--- src/rtl/lc3_regfile_sb.sv ---
`default_nettype none
// ============================================================================
// Module      : lc3_regfile_sb
// Description : LC-3 style register file with two combinational read ports,
//               one write-back port, a one-bit-per-register busy scoreboard
//               for in-order issue, and registered NZP condition codes.
//               Optional macro REGFILE_BYPASS_EN forwards write-back data
//               (and a cleared busy flag) to a same-cycle read of the
//               register being written.
// Revision    : 1.0 - initial release
// ============================================================================
module lc3_regfile_sb #(
    parameter int DATA_W = 16,
    parameter int ADDR_W = 3
) (
    input  logic              clk,
    input  logic              rst_n,
    input  logic              wr_en,
    input  logic [ADDR_W-1:0] wr_addr,
    input  logic [DATA_W-1:0] wr_data,
    input  logic [ADDR_W-1:0] rd_addr1,
    input  logic [ADDR_W-1:0] rd_addr2,
    output logic [DATA_W-1:0] rd_data1,
    output logic [DATA_W-1:0] rd_data2,
    output logic              rd_busy1,
    output logic              rd_busy2,
    input  logic              issue_en,
    input  logic [ADDR_W-1:0] issue_dr,
    output logic              issue_ready,
    output logic              cc_n,
    output logic              cc_z,
    output logic              cc_p
);

    localparam int NREGS = 2**ADDR_W;

    // Reset value of {n,z,p}: a cleared machine reads as "zero".
    localparam logic [2:0] CC_RESET = 3'b010;

    logic [DATA_W-1:0] regs_q [NREGS];
    logic [DATA_W-1:0] regs_d [NREGS];
    logic [NREGS-1:0]  busy_q;
    logic [NREGS-1:0]  busy_d;
    logic [2:0]        cc_q;
    logic [2:0]        cc_d;
    logic              issue_accept;

    // Next-state: write-back clears busy first, then an accepted issue sets it
    // so a same-cycle new producer of the same register wins.
    always_comb begin
        regs_d       = regs_q;
        busy_d       = busy_q;
        cc_d         = cc_q;
        issue_accept = issue_en & ~busy_q[issue_dr];
        if (wr_en) begin
            regs_d[wr_addr] = wr_data;
            busy_d[wr_addr] = 1'b0;
            if (wr_data[DATA_W-1]) begin
                cc_d = 3'b100;
            end else if (wr_data == '0) begin
                cc_d = 3'b010;
            end else begin
                cc_d = 3'b001;
            end
        end
        if (issue_accept) begin
            busy_d[issue_dr] = 1'b1;
        end
    end

    // State registers; asynchronous reset wipes data, reservations and codes.
    always_ff @(posedge clk or negedge rst_n) begin
        if (!rst_n) begin
            for (int i = 0; i < NREGS; i++) begin
                regs_q[i] <= '0;
            end
            busy_q <= '0;
            cc_q   <= CC_RESET;
        end else begin
            regs_q <= regs_d;
            busy_q <= busy_d;
            cc_q   <= cc_d;
        end
    end

    // Combinational read ports with optional write-back forwarding.
    always_comb begin
        rd_data1 = regs_q[rd_addr1];
        rd_data2 = regs_q[rd_addr2];
        rd_busy1 = busy_q[rd_addr1];
        rd_busy2 = busy_q[rd_addr2];
`ifdef REGFILE_BYPASS_EN
        // Forwarding is suppressed in reset so reads return the cleared state.
        if (rst_n && wr_en && (wr_addr == rd_addr1)) begin
            rd_data1 = wr_data;
            rd_busy1 = 1'b0;
        end
        if (rst_n && wr_en && (wr_addr == rd_addr2)) begin
            rd_data2 = wr_data;
            rd_busy2 = 1'b0;
        end
`else
        // Without forwarding, a same-cycle read sees the stored value.
`endif
    end

    assign issue_ready = ~busy_q[issue_dr];
    assign cc_n        = cc_q[2];
    assign cc_z        = cc_q[1];
    assign cc_p        = cc_q[0];

endmodule
`default_nettype wire

--- config.mk ---
export PLATFORM = sky130hd
export DESIGN_NAME = lc3_regfile_sb
export DESIGN_NICKNAME = d
export VERILOG_FILES = /design/src/rtl/lc3_regfile_sb.sv
export SDC_FILE = /design/constraint.sdc
export NUM_CORES = 1
export LEC_CHECK = 0
export BUFFER_PORTS_ARGS = -buffer_cell sky130_fd_sc_hd__buf_2
export CAP_MARGIN = 20
export CORE_UTILIZATION = 30
export DETAILED_ROUTE_END_ITERATION = 16
export GPL_TIMING_DRIVEN = 0
export PLACE_DENSITY = 0.46
export SLEW_MARGIN = 25
export SYNTH_ARGS = -nofsm -noshare
export SYNTH_HDL_FRONTEND = slang
export SYNTH_SLANG_ARGS = --single-unit
--- constraint.sdc ---
create_clock -name clk -period 4.6 [get_ports clk]
set_input_delay 0.92 -clock clk [delete_from_list [all_inputs] [get_ports clk]]
set_output_delay 0.92 -clock clk [all_outputs]
set_load 0.02 [all_outputs]
# Word level (Yosys, flattened, before mapping)
# Cells that the tools add are included.
# W data, S select, Z words.
# word_totals
register_bits,139
latch_bits,0
ramBits,0
romBits,0
input_bits,32
output_inout_bits,38
mem_count,0
# classes
add_sub_neg,0
mul,0
n_div,0
order_cmp,10
eq_ne,0
n_shift,0
n_mux,23
n_bitwise,8
n_reduce_logical,4
# ops
operator,count
$bwmux W128,1
$bmux W16 S3,2
$mux W16,5
$demux W16 S3,1
$logic_not A16 Y1,1
$lt A3 B4 Y1 const B,4
$mux W8,2
$ge A4 B4 Y1 const B,3
$not A3 Y4,3
$bmux W1 S3,3
$and A8 B8 Y8,1
$not A8 Y8,1
$or A8 B8 Y8,1
$demux W1 S3,2
$ge A3 B1 Y1 const B,2
$mux W1,5
$lt A4 B1 Y1 const B,1
$logic_and A1 B1 Y1,3
$mux W3,1
$mux W2,1
$and A1 B1 Y1,1
$not A1 Y1,1

# Logic depth before layout (Yosys ltp)
# depth
depth_word,9
depth_mapped,6
ltp_nobuf,3

# Worst setup path before layout
# No wires, ideal clock.
# synth_timing
path_kind,input -> output
start,input issue_dr[0]
end,output issue_ready
t_arrival_ns,2.148
required_ns,3.680
slack_ns,1.532
stages,4
cell_sequence,clkbuf_1 mux2i_1 nor3_1 nor4_1
# synth_via
elab_chain_len,3
# synth_lines
element,line,text
from (decl),28,"input logic [ADDR_W-1:0] issue_dr,"
$bmux W1 S3,107,assign issue_ready = ~busy_q[issue_dr];
$mux W1 (implied by the code),107,
$not A1 Y1,107,
to (decl),29,"output logic issue_ready,"
# No other way between the ends. The select of a mux whose other input is x is not followed.

# Worst setup path in the final report
# layout_timing
start,input rd_addr1[1]
end,output rd_data1[5]
# layout_via
elab_chain_len,4
# layout_lines
element,line,text
from (decl),21,"input logic [ADDR_W-1:0] rd_addr1,"
$not A3 Y4 (implied by the code),88,rd_data1 = regs_q[rd_addr1];
$bmux W16 S3,88,
$mux W16 (implied by the code) (2 in a row),88,
to (decl),23,"output logic [DATA_W-1:0] rd_data1,"
# No other way between the ends. The select of a mux whose other input is x is not followed.

==> results.ini <==
[outcome]
status = completed

[sta]
fmax_ghz = 0.2692
final.period_utilization_pct = 80.75
max-slew-margin-rel_pct = 34.00
rsz0062_at_grt = no
fin_tns_setup_ps = 0
slew_violations = 0
worst_pin_slew_ps = 990.0
hold_violations = 0
holdWs_ps = 408.7
finClkSkew_ps = 0
period_minus_slack_ps = 3714
setup_viol = 0

[yosys]
yosysSeqAreaShare_pct = 44.91
synth_area_um2 = 7747
synthCells = 461
synth_fa_ha_area_share_pct = 0
ys_ff_latch = 139
netlist.area_leader.share_pct = 44.57
yosysTopAreaCell = dfrtp_1
synthXorXnorAreaFrac_pct = 0
synthMuxAreaShare_pct = 46.32
synth_top_family_by_area = multiplexers
synthSimpleGateAreaFrac_pct = 3.585
syn_nets = 493
synth_area_per_cell_um2 = 16.81
synth_area_leaders = dfrtp_1, mux2_2, mux4_1, mux4_2, mux2_4
yosysUniqueCellTypes = 33
ys_warn_count = 0
synth_compound_area_share_pct = 1.340

[power]
power_density_nw_per_um2 = 459.8
p_seq_share_pct = 40.2
power.clock.fraction_pct = 34.8
total_switching_power_uw = 1167
comb_power_share_pct = 24.9
internal_power_uw = 3023
swShare_pct = 27.85
ir_drop_uv = 198.5
p_leak_uw = 0.003916

[grt]
grt_overflow = 0
antenna_found_initial = 1
grt_pass1_wl_mm = 32.02
grt_usage_pct = 16.90
grt_start_max_net_pins = 89
grt_pass1_vias = 4913

[worst_setup_path]
start_kind = input pin
r2r_end = busy_q[0]
crit_path_end_kind = primary output
cp_max_fo = 10
critPathRequiredTime_ps = 3680
rrSetupSlack_ps = 3700
cp.arrival_ps = 2790
rr_worst_depth = 1
worstSetupPathType = in -> out
r2r-start = busy_q[0]

[final_layout]
nNetsFinal = 571
n_fill_cell = 2380
diodes = 0
layout-drive-gt1-share_pct = 54.08
multiInputGateArea_um2 = 3970
syn_to_final_growth_pct = 17.62
regArea_um2 = 3480
final_util_pct = 36.08

[clock_network]
path_clk_slew_ps = 60
cts-resized-gates = 0
htreeDepth = 4
clk_latency_ps = 410
cts_tree = done
postCtsHoldBufs = 0
cts_buffer_depth = 2
cts_setup_buffers = 0
root_buffer = clkbuf_16
cts.sinks = 139
cts_buffers = 17

[floorplan]
rows = 58
die_y_um = 162.7
die_w_um = 162.7
initial_core_util_pct = 30.68
pin_count = 70
die_area_um2 = 26470
core_um2 = 25250

[placement]
portBuffers = 58
gp_congestion = 0.7422
dp_hpwl_mm = 14.09

[route]
wl_met1_mm = 9.860
via_per_inst = 5.279
met3WireLength_um = 732
wl_met2_mm = 10.38
top_layer = met5
drc = 0
drt_iter0_drc = 191
post_drt_wl_per_cell_um = 24.09
drtPass1Iterations = 4
num_vias = 4651
wirelength_mm = 21.22
ant_nets = 0

[job]
drv_cap = 0

[worst_hold_path]
holdCritPathClass = in -> async

cell usage after synthesis:
library cell and count:
buf_8 2, nand3b_1 4, and4bb_2 1, a21boi_0 1, dfrtp_1 138, mux4_2 14, o41ai_1 2, nand4_1 1
nand4b_2 3, inv_1 2, o31ai_1 6, nor4_1 5, dfstp_2 1, a21oi_1 1, mux2_2 150, a31o_2 1
nand2_1 10, buf_6 10, nor4bb_1 2, nor2b_1 1, mux4_1 54, nor3_1 1, nand2b_1 7, nor2_1 1
buf_4 2, nor4b_4 1, buf_12 2, mux2i_1 3, nand4_2 1, o21ai_0 4, mux2_4 9, buf_2 11
clkbuf_1 10
per-layer routing:
| layer | track usage (%) | vias up |
|---|---|---|
| met1 | 22.99 | 2530 |
| li1 | - | 2019 |
| met4 | 4.036 | 2 |
| met2 | 27.70 | 81 |
| met5 | 0 | - |
| met3 | 3.234 | 19 |
power by group through the flow:
stage / registers [uW] / logic [uW] / clock network (uW)
finish: 1690 / 1040 / 1460
CTS: 1680 / 1070 / 1500
detailed placement: 1700 / 1060 / 0
floorplan: 1630 / 786 / 0
global route: 1720 / 1130 / 1560
global placement: 1670 / 1040 / 0
state kept, by name, indices dropped and copies added, names as in the netlist:
| register | count |
|---|---|
| busy_q | 8 |
| regs_q | 128 |
| cc_q | 3 |
worst max-delay path: stages:
cell      delay (ps)
buf_2            200
clkbuf_1         750
mux4_1           450
mux2_2           310
buf_2            160
worst max path at each step:
stage                      startpoint           to  slack, ps  depth (start not counted)
after floorplan           issue_dr[0]  issue_ready       1530                          4
after detailed placement  rd_addr2[1]  rd_data2[0]        900                          5
after global placement          rst_n   regs_q[99]        610                          1
after global routing      rd_addr1[1]  rd_data1[5]        840                          5
after CTS                 rd_addr1[1]  rd_data1[5]        880                          5
final                     rd_addr1[1]  rd_data1[5]        890                          5
placed cells by master, fill, tap and decap left out, types with 3 or more instances in the layout:
master | netlist | layout
buf_6 | 10 | 10
clkbuf_1 | 10 | 10
clkinvlp_4 | 0 | 3
mux2_4 | 9 | 9
nand2b_1 | 7 | 7
dfrtp_1 | 138 | 138
nand2_1 | 10 | 10
mux2_2 | 150 | 150
nand4b_2 | 3 | 3
bufinv_16 | 0 | 4
o31ai_1 | 6 | 6
buf_8 | 2 | 3
mux4_2 | 14 | 14
o21ai_0 | 4 | 4
clkbuf_16 | 0 | 17
buf_2 | 11 | 68
nor4_1 | 5 | 5
nand3b_1 | 4 | 4
mux2i_1 | 3 | 3
mux4_1 | 54 | 54
clkinv_2 | 0 | 4
cells by family (layout without fill, tap and decap cells):
| family | count (synthesis) | after routing |
|---|---|---|
| and+or+nand+nor | 38 | 38 |
| muxes | 230 | 230 |
| DFF | 139 | 139 |
| buffers and inverters | 39 | 129 |
| AOI/OAI and AO/OA | 15 | 15 |
per-stage QoR:
| step | total power [uW] | setup slack, ps | cells | area [um^2] |
|---|---|---|---|---|
| finish | 4190 | 885.6 | 881 | 9112 |
| global route | 4408 | 841.1 | 881 | 9112 |
| CTS | 4248 | 883.4 | 881 | 9112 |
| detailed placement | 2761 | 899.4 | 850 | 8488 |
| global placement | 2711 | 611.4 | 849 | 8451 |
| floorplan | 2419 | 1532 | 461 | 7747 |
cell type report:
class                   instances  area share [%]
clock buffers                  19           4.970
multi-input cells             283           43.57
plain buffers                  37           3.185
clock inverters                12           1.881
repair buffers                 59           3.597
flip-flops and latches        139           38.18
inverters                       2         0.08238
well taps                     330           4.531
(Power assumes the default switching activity.)
